### src/rtl/eth_hdr_capture_ctrl.sv
// Ethernet header capture sequencer: gathers the first HDR_BYTES bytes of each
// frame into a flat vector, forwards the remainder and counts frames and runts.
module eth_hdr_capture_ctrl #(
    parameter int unsigned HDR_BYTES = 18,
    parameter int unsigned MIN_HDR   = 14
) (
    input  logic                   clk,
    input  logic                   rst,
    input  logic [7:0]             s_data,
    input  logic                   s_valid,
    input  logic                   s_last,
    output logic                   s_ready,
    output logic [HDR_BYTES*8-1:0] header_bytes,
    output logic                   header_valid,
    output logic [4:0]             header_len,
    output logic                   runt,
    output logic [7:0]             payload_data,
    output logic                   payload_valid,
    output logic                   payload_last,
    input  logic                   payload_ready,
    output logic [15:0]            frame_count,
    output logic [15:0]            runt_count
);

    localparam int unsigned IDX_W = 5;
    localparam int unsigned HDR_W = HDR_BYTES * 8;
    localparam logic [IDX_W-1:0] LAST_IDX = IDX_W'(HDR_BYTES - 1);
    localparam logic [IDX_W-1:0] MIN_LEN  = IDX_W'(MIN_HDR);
    localparam logic [IDX_W-1:0] FULL_LEN = IDX_W'(HDR_BYTES);

    typedef enum logic [1:0] {
        IDLE = 2'd0,
        HDR  = 2'd1,
        PAY  = 2'd2
    } state_e;

    state_e           state_q, state_d;
    logic [IDX_W-1:0] idx_q, idx_d;
    logic [HDR_W-1:0] hdr_q, hdr_d;
    logic [4:0]       len_q, len_d;
    logic             hv_q, hv_d;
    logic             runt_q, runt_d;
    logic [15:0]      fcnt_q, fcnt_d;
    logic [15:0]      rcnt_q, rcnt_d;

    always_ff @(posedge clk or posedge rst) begin
        if (rst) begin
            state_q <= IDLE;
            idx_q   <= '0;
            hdr_q   <= '0;
            len_q   <= '0;
            hv_q    <= 1'b0;
            runt_q  <= 1'b0;
            fcnt_q  <= '0;
            rcnt_q  <= '0;
        end else begin
            state_q <= state_d;
            idx_q   <= idx_d;
            hdr_q   <= hdr_d;
            len_q   <= len_d;
            hv_q    <= hv_d;
            runt_q  <= runt_d;
            fcnt_q  <= fcnt_d;
            rcnt_q  <= rcnt_d;
        end
    end

    always_comb begin
        state_d       = state_q;
        idx_d         = idx_q;
        hdr_d         = hdr_q;
        len_d         = len_q;
        hv_d          = 1'b0;
        runt_d        = 1'b0;
        fcnt_d        = fcnt_q;
        rcnt_d        = rcnt_q;
        s_ready       = 1'b1;
        payload_data  = '0;
        payload_valid = 1'b0;
        payload_last  = 1'b0;

        case (state_q)
            IDLE: begin
                if (s_valid) begin
                    hdr_d       = '0;
                    hdr_d[7:0]  = s_data;
                    idx_d       = IDX_W'(1);
                    if (s_last) begin
                        runt_d = 1'b1;
                        rcnt_d = (rcnt_q == 16'hFFFF) ? rcnt_q : rcnt_q + 16'd1;
                    end else begin
                        state_d = HDR;
                    end
                end
            end
            HDR: begin
                if (s_valid) begin
                    for (int unsigned i = 0; i < HDR_BYTES; i++) begin
                        if (idx_q == IDX_W'(i)) hdr_d[i*8 +: 8] = s_data;
                    end
                    if (idx_q == LAST_IDX) begin
                        hv_d    = 1'b1;
                        len_d   = FULL_LEN;
                        fcnt_d  = (fcnt_q == 16'hFFFF) ? fcnt_q : fcnt_q + 16'd1;
                        idx_d   = '0;
                        state_d = s_last ? IDLE : PAY;
                    end else if (s_last) begin
                        idx_d   = '0;
                        state_d = IDLE;
                        // Short but legal header: report the length actually seen
                        if (idx_q + IDX_W'(1) >= MIN_LEN) begin
                            hv_d   = 1'b1;
                            len_d  = idx_q + IDX_W'(1);
                            fcnt_d = (fcnt_q == 16'hFFFF) ? fcnt_q : fcnt_q + 16'd1;
                        end else begin
                            runt_d = 1'b1;
                            rcnt_d = (rcnt_q == 16'hFFFF) ? rcnt_q : rcnt_q + 16'd1;
                        end
                    end else begin
                        idx_d = idx_q + IDX_W'(1);
                    end
                end
            end
            PAY: begin
                s_ready       = payload_ready;
                payload_data  = s_data;
                payload_valid = s_valid;
                payload_last  = s_last;
                if (s_valid && payload_ready && s_last) state_d = IDLE;
            end
            default: state_d = IDLE;
        endcase
    end

    assign header_bytes = hdr_q;
    assign header_valid = hv_q;
    assign header_len   = len_q;
    assign runt         = runt_q;
    assign frame_count  = fcnt_q;
    assign runt_count   = rcnt_q;

endmodule

### config.mk
export PLATFORM = sky130hd
export DESIGN_NAME = eth_hdr_capture_ctrl
export DESIGN_NICKNAME = d
export VERILOG_FILES = /design/src/rtl/eth_hdr_capture_ctrl.sv
export SDC_FILE = /design/constraint.sdc
export NUM_CORES = 1
export LEC_CHECK = 0
export ABC_AREA = 1
export CORE_ASPECT_RATIO = 1.1
export CORE_MARGIN = 2
export CORE_UTILIZATION = 49
export DETAILED_ROUTE_END_ITERATION = 6
export PLACE_DENSITY = 0.8
export SKIP_CTS_REPAIR_TIMING = 1
export SLEW_MARGIN = 20
export SYNTH_ARGS = -nofsm -noshare
export SYNTH_HDL_FRONTEND = slang
export SYNTH_SLANG_ARGS = --single-unit
### constraint.sdc
create_clock -name clk -period 6.9 [get_ports clk]
set_clock_uncertainty 0.2 [all_clocks]
set_input_delay 1.035 -clock clk [delete_from_list [all_inputs] [get_ports clk]]
set_output_delay 1.035 -clock clk [all_outputs]
set_load 0.02 [all_outputs]
* Yosys cells after proc, flatten, opt, wreduce, memory -nomap -nowiden
Cells that the tools add are included.
** Storage, ports and cells
- Register bits after elaboration :: 190
- Logic and storage cells :: 171
- Input port bits :: 13
- Output and inout port bits :: 194
** Cells by class
- Multiplexer cells :: 65
- Equality and inequality tests :: 48
- Order comparisons :: 1
- Reduce and logical (&&, ||, !) cells :: 29
- $add $sub $neg :: 3
** Operators with widths (number)
- $mux W144 :: 2
- $pmux W144 S2 :: 1
- $mux W16 :: 11
- $mux W8 :: 19
- $reduce_and A4 Y1 :: 19
- $ne A2 B2 Y1 const B :: 26
- $eq A5 B4 Y1 const B :: 8
- $mux W5 :: 7
- $add A16 B1 Y16 const B :: 2
- $eq A16 B16 Y1 const B :: 2
- $pmux W16 S2 :: 1
- $eq A5 B3 Y1 const B :: 4
- $mux W1 :: 14
- $mux W2 :: 7
- $eq A5 B2 Y1 const B :: 2
- $eq A5 B5 Y1 const B :: 2
- $pmux W5 S2 :: 1
- $reduce_and A7 Y1 :: 1
- $pmux W2 S3 :: 1
- $reduce_bool A2 Y1 :: 3
- $add A5 B1 Y5 const B :: 1
- $eq A5 B1 Y1 const B :: 1
- $ge A5 B4 Y1 const B :: 1
- $logic_not A5 Y1 :: 1
- other kinds (8) :: 9

* Longest topological paths before layout
- Depth after elaboration :: 7
- Mapped depth :: 12
- Mapped depth without buffers :: 12

* Least setup slack after synthesis
OpenSTA, ideal clock, no wires.
- Kind :: input-to-output
- From :: in s_last
- To :: out payload_last
- Slack :: 4262 ps
- Stages :: 2
- Buffers on the path :: 0
- Arrival time :: 1403 ps
- Data required time :: 5665 ps
- Path through :: inv_1 nor2_1
** Between the ends
- Longest elaborated chain between the ends :: 1
** Ends and longest elaborated chain
- from (decl) :: RTL line 11 : input logic s_last,
- $mux W1 :: RTL line 82 : case (state_q)
- to (decl) :: RTL line 19 : output logic payload_last,
No other way between the ends.

* Final worst setup path
- From :: reg state_q[0]
- To :: out payload_data[4]
** Between the ends
- Longest elaborated chain between the ends :: 2
** Ends and longest elaborated chain
- from (decl) :: RTL line 37 : state_e state_q, state_d;
- from (signal assigned) :: RTL line 57 : state_q <= state_d;
- $eq A2 B2 Y1 :: RTL line 82
- $mux W8 :: RTL line 82
- to (decl) :: RTL line 17 : output logic [7:0] payload_data,
No other way between the ends.

==> metrics.md <==
| Metric | Value |
|---|---|
| Syn. warnings | `0` |
| Vias in the first global route | `6587` |
| Cell count after synthesis | `926` |
| Commonest non-fill, non-tap cell in the layout | `nand2_1` |
| First-pass GRT wire length | `35.45 mm` |
| Relative slew slack | `37.10%` |
| Pre-CTS setup slack | `2983 ps` |
| Slew Limit Fails | `0` |
| Register clock-pin slew on the reported worst setup and hold paths | `70 ps` |
| Largest net degree at the start of global routing | `110` |
| Total congestion overflow | `0` |
| Vert. Die Dim | `139.5 um` |
| Leak pwr | `4.947 nW` |
| Port-buffer cells | `206` |
| Power after layout | `0.005108 W` |
| Async SR Flop Fraction | `100.0%` |
| Clock Tree Buf Depth | `2` |
| Post-synthesis cell type count | `32` |
| Max_cap viols | `0` |
| Final setup margin | `3154 ps` |
| Nets@finish | `1133` |
| Pwr dens | `467.0 nW/um2` |
| Worst Tran Pin Value | `943.5 ps` |
| Final GP Congestion | `0.8960` |
| Commonest cells after routing, fill and taps aside | `nand2_1, clkdlybuf4s50_1, dfrtp_1` |
| Diode count | `0` |
| Final worst-path cycle share | `54.29%` |
| Average cell area after synthesis | `8.833 um2` |
| Final setup TNS | `0 ps` |
| DRC errors left | `0` |
| Worst min-delay path class | `reg -> reg` |
| Final hold violations | `0` |
| Register area share after synthesis | `58.13%` |
| FILL cells | `1291` |
| CP required | `5660 ps` |
| Core region area | `16370 um2` |
| Via-per-instance ratio | `5.212` |
| Post-DP HPWL | `14.62 mm` |
| Final WL | `21.89 mm` |
| TritonCTS Buffers | `17` |
| Area of the multi-input gates | `3040 um2` |
| Clk_lat worst skew | `430 ps` |
| Crit Path Class | `reg -> out` |
| Register Area | `4755 um2` |
| Final instance area | `10940 um2` |
| Die footprint | `17740 um2` |
| Synth Cell Area | `8179 um2` |
| Count of final setup violators | `0` |
| Tot GR Track Use | `25.57%` |
| Fmax | `266.9 MHz` |
| Syn_nets | `946` |
| Post-layout min period | `3746 ps` |
| Crit end category | `primary output` |
| Layout cell share with drive strength beyond 1 | `4.707%` |
| H-tree depth | `4` |
| Site row count | `49` |
| ANT nets after route | `0` |
| Top_reg_cell synth | `dfrtp_1` |
| EDFF count, synth | `0` |
| CP startpoint kind | `register` |
| CTS tree | `done` |
| IO Count | `207` |
| Initial antenna violation count | `0` |
| Max FO, Critical Path | `19` |
| Sink Count | `190` |
| Starting Density | `49.97%` |
| Width of the chip | `127.2 um` |
| Vias | `6932` |
| Worst VDD drop | `391.0 uV` |
| TritonRoute pass-1 iters | `5` |
| DR iter-0 viols | `408` |
| Outcome | `finished clean` |
| Critical Path AT | `2510 ps` |
| Yosys reg bits | `190` |
| Clock Tree Root | `clkbuf_16` |
| Layout area overhead | `33.73%` |
| RSZ-0062 raised after global routing | `false` |
| Area after DPL | `10320 um2` |
| Avg WL per Cell | `16.46 um` |
-- registers in the layout (all words and copies together), names as in the netlist --
| signal | flops |
|---|---|
| header_len | 5 |
| runt | 1 |
| runt_count | 16 |
| header_valid | 1 |
| header_bytes | 144 |
| state_q | 2 |
| idx_q | 5 |
| frame_count | 16 |
-- Yosys cell counts, types with 4 or more instances --
cell | count | area (um2)
ha_1 | 7 | 87.58
nand2_1 | 320 | 1201
buf_2 | 10 | 50.05
inv_1 | 45 | 168.9
o21ai_1 | 4 | 20.02
o21ai_0 | 162 | 810.8
nor3_1 | 4 | 20.02
xor2_1 | 9 | 78.83
xnor2_1 | 11 | 96.34
clkbuf_1 | 21 | 78.83
nand3_1 | 42 | 210.2
dfrtp_1 | 190 | 4755
nand4_1 | 22 | 137.6
nor2_1 | 44 | 165.2
-- stage by stage --
| step | std cells | hold slack (ps) | util (%) |
|---|---|---|---|
| floorplan | 926 | 372.8 | - |
| global placement | 1298 | 259.9 | 63.02 |
| detailed placement | 1298 | 262.2 | 63.02 |
| CTS | 1330 | 279.5 | 66.82 |
| global route | 1330 | 297.6 | 66.82 |
| finish | 1330 | 276.5 | 66.82 |
-- power by group --
part	leakage, nW	internal, W	total (W)	switching (W)
logic	2.12	0.000934	0.00223	0.00129
registers	2.52	0.00155	0.00184	0.000290
clock network	0.301	0.000584	0.00104	0.000454
-- per-layer routing --
layer	up-vias	share of wire, %	track usage (%)
met5	-	0	0
met4	0	1.9	7.345
met3	27	7.1	7.766
met2	209	48	41.45
met1	3310	43	33.50
li1	3386	-	-
-- area by class of cell --
| type | count | share of cell area [%] |
|---|---|---|
| Sequential cell | 190 | 43.47 |
| Multi-Input combinational cell | 647 | 27.80 |
| Timing Repair Buffer | 208 | 18.99 |
| Clock buffer | 17 | 3.889 |
| Tap cell | 204 | 2.334 |
| Clock inverter | 15 | 1.796 |
| Inverter | 49 | 1.727 |
-- logic make-up (layout without fill, tap and decap cells) --
kind of cell               Yosys count  in the layout  share of synthesized area (%)
buffers and inverters               89            289                          4.696
DFF                                190            190                          58.13
and+or+nand+nor                    447            447                          23.07
AOI/OAI and AO/OA                  173            173                          10.89
adders and majority gates            7              7                          1.071
xor gates and xnor gates            20             20                          2.142
-- path summary, 6_finish.rpt --
| check | start | end | slack [ps] | cells after the start |
|---|---|---|---|---|
| worst max-delay path | state_q[0] | payload_data[4] | 3150 | 4 |
| worst min-delay path | header_len[2] | header_len[2] | 280 | 2 |
| worst max register to register | state_q[1] | frame_count[1] | 4110 | 6 |
| worst min register to register | header_len[2] | header_len[2] | 280 | 2 |
| max in group asynchronous | rst | frame_count[2] | 4380 | 3 |
| min in group asynchronous | rst | header_bytes[124] | 1000 | 2 |
-- worst max-delay path, cell delays in order (launching register included) --
cell and delay [ps]:
dfrtp_1 580, nor2_1 280, clkinv_1 350, nor2_1 190, clkdlybuf4s50_1 690
Power figures use the tool's default switching activity.
